File: src/rtl/shader_run_controller.sv
// shader_run_controller
// ---------------------------------------------------------------------------
// Sequences a shader core through image load and execution:
//   IDLE -> (start) -> LOAD -> (last beat) -> DRAIN -> RUN -> (halt/exc) -> DONE
// During LOAD, host beats are turned into one-cycle writes into the shader's
// instruction or data RAM. Each RAM has its own byte-address counter that
// advances by 4 per beat. The core is held in reset until RUN. Its cycles are
// counted while it runs, and the outcome is reported through sticky flags.
//
// Optional feature: define SHADER_RUN_WATCHDOG_EN to bound RUN to
// WATCHDOG_CYCLES cycles. On expiry the block moves to DONE with timeout=1.
// Without that macro, timeout is always 0 and RUN ends only on halted/exception.
//
// Ports
//   clock, reset           rising-edge clock, asynchronous active-high reset
//   start                  begin a load-and-run sequence (honoured in IDLE/DONE)
//   load_valid/load_ready  host beat handshake (ready only in LOAD)
//   load_data              beat payload
//   load_is_data           0 = instruction word, 1 = data word
//   load_last              final beat of the image
//   ext_write_address      byte address of the current write (0 when idle)
//   ext_write_data         write word (0 when idle)
//   ext_enable_write_inst  instruction RAM write strobe
//   ext_enable_write_data  data RAM write strobe
//   core_reset_n           shader core reset, active-low
//   run                    shader core run enable
//   halted, exception      shader core status
//   done                   sequence finished, status valid
//   fault/timeout/overflow sticky status flags
//   run_cycles             cycles spent in RUN, saturating
// ---------------------------------------------------------------------------
module shader_run_controller #(
    parameter int ADDRESS_WIDTH   = 16,
    parameter int WORD_WIDTH      = 32,
    parameter int WATCHDOG_CYCLES = 1000000
) (
    input  logic                     clock,
    input  logic                     reset,
    input  logic                     start,
    input  logic                     load_valid,
    output logic                     load_ready,
    input  logic [WORD_WIDTH-1:0]    load_data,
    input  logic                     load_is_data,
    input  logic                     load_last,
    output logic [ADDRESS_WIDTH-1:0] ext_write_address,
    output logic [WORD_WIDTH-1:0]    ext_write_data,
    output logic                     ext_enable_write_inst,
    output logic                     ext_enable_write_data,
    output logic                     core_reset_n,
    output logic                     run,
    input  logic                     halted,
    input  logic                     exception,
    output logic                     done,
    output logic                     fault,
    output logic                     timeout,
    output logic                     overflow,
    output logic [31:0]              run_cycles
);

    typedef enum logic [2:0] {
        ST_IDLE  = 3'd0,
        ST_LOAD  = 3'd1,
        ST_DRAIN = 3'd2,
        ST_RUN   = 3'd3,
        ST_DONE  = 3'd4
    } state_t;

    localparam logic [ADDRESS_WIDTH-1:0] ADDR_STEP = ADDRESS_WIDTH'(4);
    localparam logic [ADDRESS_WIDTH-1:0] ADDR_ZERO = {ADDRESS_WIDTH{1'b0}};
    localparam logic [WORD_WIDTH-1:0]    WORD_ZERO = {WORD_WIDTH{1'b0}};

    state_t                   state_r;
    state_t                   state_next_s;

    logic [ADDRESS_WIDTH-1:0] inst_addr_r;
    logic [ADDRESS_WIDTH-1:0] data_addr_r;
    logic [ADDRESS_WIDTH-1:0] addr_sel_s;
    logic [ADDRESS_WIDTH-1:0] addr_inc_s;
    logic                     addr_wrap_s;

    logic                     accept_s;
    logic                     clear_s;
    logic                     core_stop_s;
    logic                     wd_expire_s;
    logic [31:0]              run_cycles_r;
    logic [31:0]              run_cycles_inc_s;

    logic                     fault_r;
    logic                     timeout_r;
    logic                     overflow_r;

    logic                     load_ready_r;
    logic                     run_r;
    logic                     core_reset_n_r;
    logic                     done_r;

    logic [ADDRESS_WIDTH-1:0] wr_addr_r;
    logic [WORD_WIDTH-1:0]    wr_data_r;
    logic                     wr_inst_r;
    logic                     wr_data_en_r;

    // A beat is taken only in LOAD. A start from IDLE/DONE clears the run status.
    assign accept_s    = (state_r == ST_LOAD) && load_valid;
    assign clear_s     = start && ((state_r == ST_IDLE) || (state_r == ST_DONE));
    assign core_stop_s = halted || exception;

    // The beat goes to the counter of its RAM type. The counter wraps to 0
    // after the last word-aligned address.
    assign addr_sel_s  = load_is_data ? data_addr_r : inst_addr_r;
    assign addr_inc_s  = addr_sel_s + ADDR_STEP;
    assign addr_wrap_s = (addr_inc_s == ADDR_ZERO);

    assign run_cycles_inc_s = (run_cycles_r == 32'hFFFF_FFFF) ? run_cycles_r
                                                               : run_cycles_r + 32'd1;

`ifdef SHADER_RUN_WATCHDOG_EN
    localparam logic [31:0] WD_LIMIT = 32'(WATCHDOG_CYCLES);
    // Expiry is judged on the count this RUN cycle will reach.
    assign wd_expire_s = (state_r == ST_RUN) && (run_cycles_inc_s >= WD_LIMIT);
`else
    logic [31:0] unused_wd_limit_s;
    assign unused_wd_limit_s = 32'(WATCHDOG_CYCLES);
    assign wd_expire_s       = 1'b0;
`endif

    // Next-state logic. A core stop has priority over watchdog expiry.
    always_comb begin
        state_next_s = state_r;
        case (state_r)
            ST_IDLE: begin
                if (start) state_next_s = ST_LOAD;
                else       state_next_s = ST_IDLE;
            end
            ST_LOAD: begin
                if (accept_s && load_last) state_next_s = ST_DRAIN;
                else                       state_next_s = ST_LOAD;
            end
            ST_DRAIN: begin
                state_next_s = ST_RUN;
            end
            ST_RUN: begin
                if (core_stop_s)      state_next_s = ST_DONE;
                else if (wd_expire_s) state_next_s = ST_DONE;
                else                  state_next_s = ST_RUN;
            end
            ST_DONE: begin
                if (start) state_next_s = ST_LOAD;
                else       state_next_s = ST_DONE;
            end
            default: begin
                state_next_s = ST_IDLE;
            end
        endcase
    end

    // State register.
    always_ff @(posedge clock or posedge reset) begin
        if (reset) state_r <= ST_IDLE;
        else       state_r <= state_next_s;
    end

    // Control outputs are registered from the next state, so each one is a
    // clean flop that lines up with the state it describes.
    always_ff @(posedge clock or posedge reset) begin
        if (reset) begin
            load_ready_r   <= 1'b0;
            run_r          <= 1'b0;
            core_reset_n_r <= 1'b0;
            done_r         <= 1'b0;
        end else begin
            load_ready_r   <= (state_next_s == ST_LOAD);
            run_r          <= (state_next_s == ST_RUN);
            core_reset_n_r <= (state_next_s == ST_RUN) || (state_next_s == ST_DONE);
            done_r         <= (state_next_s == ST_DONE);
        end
    end

    // The write port shows an accepted beat for exactly the following cycle.
    // It returns to all-zero whenever no write is pending.
    always_ff @(posedge clock or posedge reset) begin
        if (reset) begin
            wr_addr_r    <= ADDR_ZERO;
            wr_data_r    <= WORD_ZERO;
            wr_inst_r    <= 1'b0;
            wr_data_en_r <= 1'b0;
        end else if (accept_s) begin
            wr_addr_r    <= addr_sel_s;
            wr_data_r    <= load_data;
            wr_inst_r    <= ~load_is_data;
            wr_data_en_r <= load_is_data;
        end else begin
            wr_addr_r    <= ADDR_ZERO;
            wr_data_r    <= WORD_ZERO;
            wr_inst_r    <= 1'b0;
            wr_data_en_r <= 1'b0;
        end
    end

    // Address counters and the sticky overflow flag.
    always_ff @(posedge clock or posedge reset) begin
        if (reset) begin
            inst_addr_r <= ADDR_ZERO;
            data_addr_r <= ADDR_ZERO;
            overflow_r  <= 1'b0;
        end else if (clear_s) begin
            inst_addr_r <= ADDR_ZERO;
            data_addr_r <= ADDR_ZERO;
            overflow_r  <= 1'b0;
        end else if (accept_s) begin
            if (load_is_data) data_addr_r <= addr_inc_s;
            else              inst_addr_r <= addr_inc_s;
            if (addr_wrap_s)  overflow_r  <= 1'b1;
        end
    end

    // Run-cycle counter and the outcome flags, which are captured on RUN exit.
    always_ff @(posedge clock or posedge reset) begin
        if (reset) begin
            run_cycles_r <= 32'd0;
            fault_r      <= 1'b0;
            timeout_r    <= 1'b0;
        end else if (clear_s) begin
            run_cycles_r <= 32'd0;
            fault_r      <= 1'b0;
            timeout_r    <= 1'b0;
        end else if (state_r == ST_RUN) begin
            run_cycles_r <= run_cycles_inc_s;
            if (core_stop_s)      fault_r   <= exception;
            else if (wd_expire_s) timeout_r <= 1'b1;
        end
    end

    assign load_ready            = load_ready_r;
    assign run                   = run_r;
    assign core_reset_n          = core_reset_n_r;
    assign done                  = done_r;
    assign ext_write_address     = wr_addr_r;
    assign ext_write_data        = wr_data_r;
    assign ext_enable_write_inst = wr_inst_r;
    assign ext_enable_write_data = wr_data_en_r;
    assign fault                 = fault_r;
    assign timeout               = timeout_r;
    assign overflow              = overflow_r;
    assign run_cycles            = run_cycles_r;

endmodule

File: config.mk
export PLATFORM = sky130hd
export DESIGN_NAME = shader_run_controller
export DESIGN_NICKNAME = d
export VERILOG_FILES = /design/src/rtl/shader_run_controller.sv
export SDC_FILE = /design/constraint.sdc
export NUM_CORES = 1
export LEC_CHECK = 0
export CAP_MARGIN = 20
export CORE_MARGIN = 1.5
export CORE_UTILIZATION = 50
export DETAILED_ROUTE_END_ITERATION = 8
export HOLD_SLACK_MARGIN = 0.02
export PLACE_DENSITY = 0.79
export SYNTH_ARGS = -nofsm -noshare
export SYNTH_HDL_FRONTEND = slang
export SYNTH_SLANG_ARGS = --single-unit
File: constraint.sdc
create_clock -name clock -period 5.5 [get_ports clock]
set_clock_uncertainty 0.1 [all_clocks]
set_input_delay 1.1 -clock clock [delete_from_list [all_inputs] [get_ports clock]]
set_output_delay 1.1 -clock clock [all_outputs]
set_load 0.01 [all_outputs]
==> run_results.csv <==
group,metric,value,unit
run_status,outcome,"finished clean",
final_layout,post_route_cells_drive_above_1_share,7.89,%
die,die_h,108,um
drt,vias_per_cell,5.56,
yosys,ys_ff_latch,123,
drt,wire_per_inst,16.3,um
yosys,syn_avg_cell_area,10.5,um^2
final_layout,final_antenna_diode_count,0,
grt,via_count_of_the_first_global_routing_pass,4434,
clock_network,clock_latency,520,ps
drt,detailroute.via_count,4446,
sta,setup-violations-final,0,
final_layout,synthToLayoutAreaGrowth,35.7,%
sta,drv_slew,0,
power_and_ir_drop,pwr_density_cell,371,nW/um^2
grt,maximum_number_of_pins_on_one_net_before_global_route_repair,89,
place,place.gp.congestion,0.914,
sta,worst_hold_slack,425,ps
setup_path,timing.critical_path.arrival,4120,ps
place,placement.io_buffers,127,
min_path,hold_path_class,"flip-flop to flip-flop",
yosys,synthesis.nets,565,
setup_path,criticalPathCategory,"primary input to flip-flop",
die,ios,129,
clock_network,postCtsSetupRepairBufs,0,
clock_network,cts_tree,"yes",
yosys,synth_cell_type_count,54,
sta,fin_tns_setup,0,ps
die,die_w,108,um
clock_network,cts_max_level,4,
drt,number_of_remaining_drc_errors,0,
yosys,synth_area,5490,um^2
setup_path,worstPathMaxFanout,29,
drt,drtIter0Drc,303,
sta,max_clk_rate,262,MHz
power_and_ir_drop,report.power.total,2.76,mW
die,dieArea,11600,um^2
setup_path,timing.critical_path.to_type,"flip-flop",
clock_network,numClockSinks,123,
sta,setup_ws,1680,ps
grt,gr-usage-all-layers,24.0,%
clock_network,clk_path_buf_depth,2,
drt,detail-route-antenna-nets,0,
grt,initial_antenna_violation_count,0,
setup_path,critPathLaunchType,"primary input",
final_layout,finalNetCount,688,
yosys,async_reset_ff_share,100,%
sta,timing.final.crit_share,69.4,%
power_and_ir_drop,worst_ir_drop_vdd,219,uV
place,place.detailed.hpwl,8810,um
drt,wl,13000,um
power_and_ir_drop,leakage_power_total,3.27,nW
sta,worst_slew_margin_rel,31.5,%
grt,grt_overflow,0,
yosys,ys_dominant_reg_cell,"dfrtp_1",
clock_network,path_clk_slew,60,ps
setup_path,crit_required,5810,ps
drt,drt_first_pass_iters,7,
place,detailedPlace.worstSlack,1260,ps
sta,worst_pin_slew,1020,ps
die,initial_standard_cell_utilization_of_the_core,51.1,%
yosys,synth_edf_count,0,
clock_network,postCtsHoldBufs,0,
final_layout,final_util,69.3,%
sta,unrepaired_setup_endpoints_after_global_routing,"false",
clock_network,cts.root.buffer_cell,"clkbuf_8",
yosys,synthesis.instances,523,
sta,post_layout_minimum_cycle_time,3820,ps
clock_network,numCtsBuffers,17,
yosys,synth_warnings,0,
die,placementRows,38,
sta,hold_viol,0,
die,core-area,10700,um^2
yosys,synth.yosys.seq_area_share,56.1,%
job,cap_violations,0,
grt,grt_pass1_wl,21500,um
final_layout,filler_cell_count,833,
clock_network,post_cts_resized,0,
-- metal layers --
metal | track usage [%] | vias up | share of wire, %
li1 | - | 2060 | -
met1 | 30.0 | 2166 | 40
met2 | 38.4 | 194 | 49
met3 | 6.78 | 26 | 8.3
met4 | 12.0 | 0 | 2.3
met5 | 0 | - | 0
-- Yosys cell counts (4+ instances only) --
master    count  area share [%]
or3_1         5            0.57
o31ai_1       5            0.68
mux2i_1      13             2.4
dfrtp_1     123              56
and4_1        4            0.64
nand3b_1      6            0.82
a22oi_1       4            0.55
nand4_1      13             1.5
nor2_1       55             3.8
o21ai_0       9            0.82
a21oi_1      30             2.7
buf_2         4            0.36
clkbuf_1     16             1.1
or4_1         4            0.55
and3_1        8            0.91
nand3_1      19             1.7
nand2_1      54             3.7
o211ai_1     10             1.4
nor3_1        4            0.36
and2_1       42             4.8
xnor2_1       5            0.80
inv_1         8            0.55
xor2_1       31             4.9
buf_4         4            0.55
-- cells by family after synthesis --
logic type	Yosys count	synth area share (%)
xor gates and xnor gates	36	5.75
muxes	15	2.78
DFF	123	56.1
adders and majority gates	2	0.456
buffers and inverters	37	3.22
and+or+nand+nor	232	22.5
other	1	0.0683
AOI/OAI and AO/OA	77	9.17
-- cell type report --
cell class / count / area (um^2) / share of cell area (%)
repair buffers: 132 / 1330 / 17.8
clock inverters: 14 / 169 / 2.27
multi-input cells: 363 / 2230 / 30.0
well taps: 140 / 175 / 2.35
flip-flops and latches: 123 / 3080 / 41.3
inverters: 9 / 36.3 / 0.487
clock buffers: 18 / 428 / 5.75
-- flip-flops by register name (all words and copies together) (netlist names) --
register,cells
state_r,3
ext_enable_write_inst,1
data_addr_r,16
done,1
core_reset_n,1
ext_write_address,16
ext_enable_write_data,1
inst_addr_r,16
fault,1
ext_write_data,32
run_cycles,32
load_ready,1
run,1
overflow,1
-- per-stage QoR --
stage	std cells	instance area (um^2)
floorplan	523	5490
global placement	766	6820
detailed placement	766	6820
CTS	798	7420
global route	799	7450
finish	799	7450
-- power breakdown --
part	switching, mW	leakage, nW	internal (mW)	total, mW
clock	0.414	0.292	0.704	1.12
combinational	0.308	1.29	0.254	0.562
sequential	0.0730	1.69	1.01	1.08
total	0.795	3.27	1.97	2.76
-- cell usage in the layout (no fill, tap or decap), drive strengths merged, types with 5 or more instances in the layout --
cell type / count
nor3: 5
nand4: 13
clkdlybuf4s50: 127
o21ai: 13
and3: 8
o31ai: 5
nand2: 54
inv: 12
dfrtp: 123
nand3: 20
buf: 5
xnor2: 5
and2: 42
nand3b: 6
or3: 5
clkbuf: 18
nor2: 55
a21oi: 30
clkinv: 6
o211ai: 11
mux2i: 13
xor2: 31
and4: 5
-- final timing paths --
check                      slack (ps)  cells after the start      startpoint                    to
max in group asynchronous        3670                      3           reset  ext_write_address[5]
min                               430                      1  inst_addr_r[0]        inst_addr_r[0]
min in group asynchronous         830                      2           reset    ext_write_data[28]
max                              1680                      7    load_is_data              overflow
max reg2reg                      2850                      8      state_r[0]        inst_addr_r[4]
min reg2reg                       430                      1  inst_addr_r[0]        inst_addr_r[0]
-- worst max-delay path: stages --
cell and delay [ps]:
clkdlybuf4s50_1 1140, nand4_1 270, a222oi_1 750, nand3_1 190
xor2_1 340, nor4b_2 90, a31o_1 230
No activity file was read; power rests on OpenSTA's default activity.
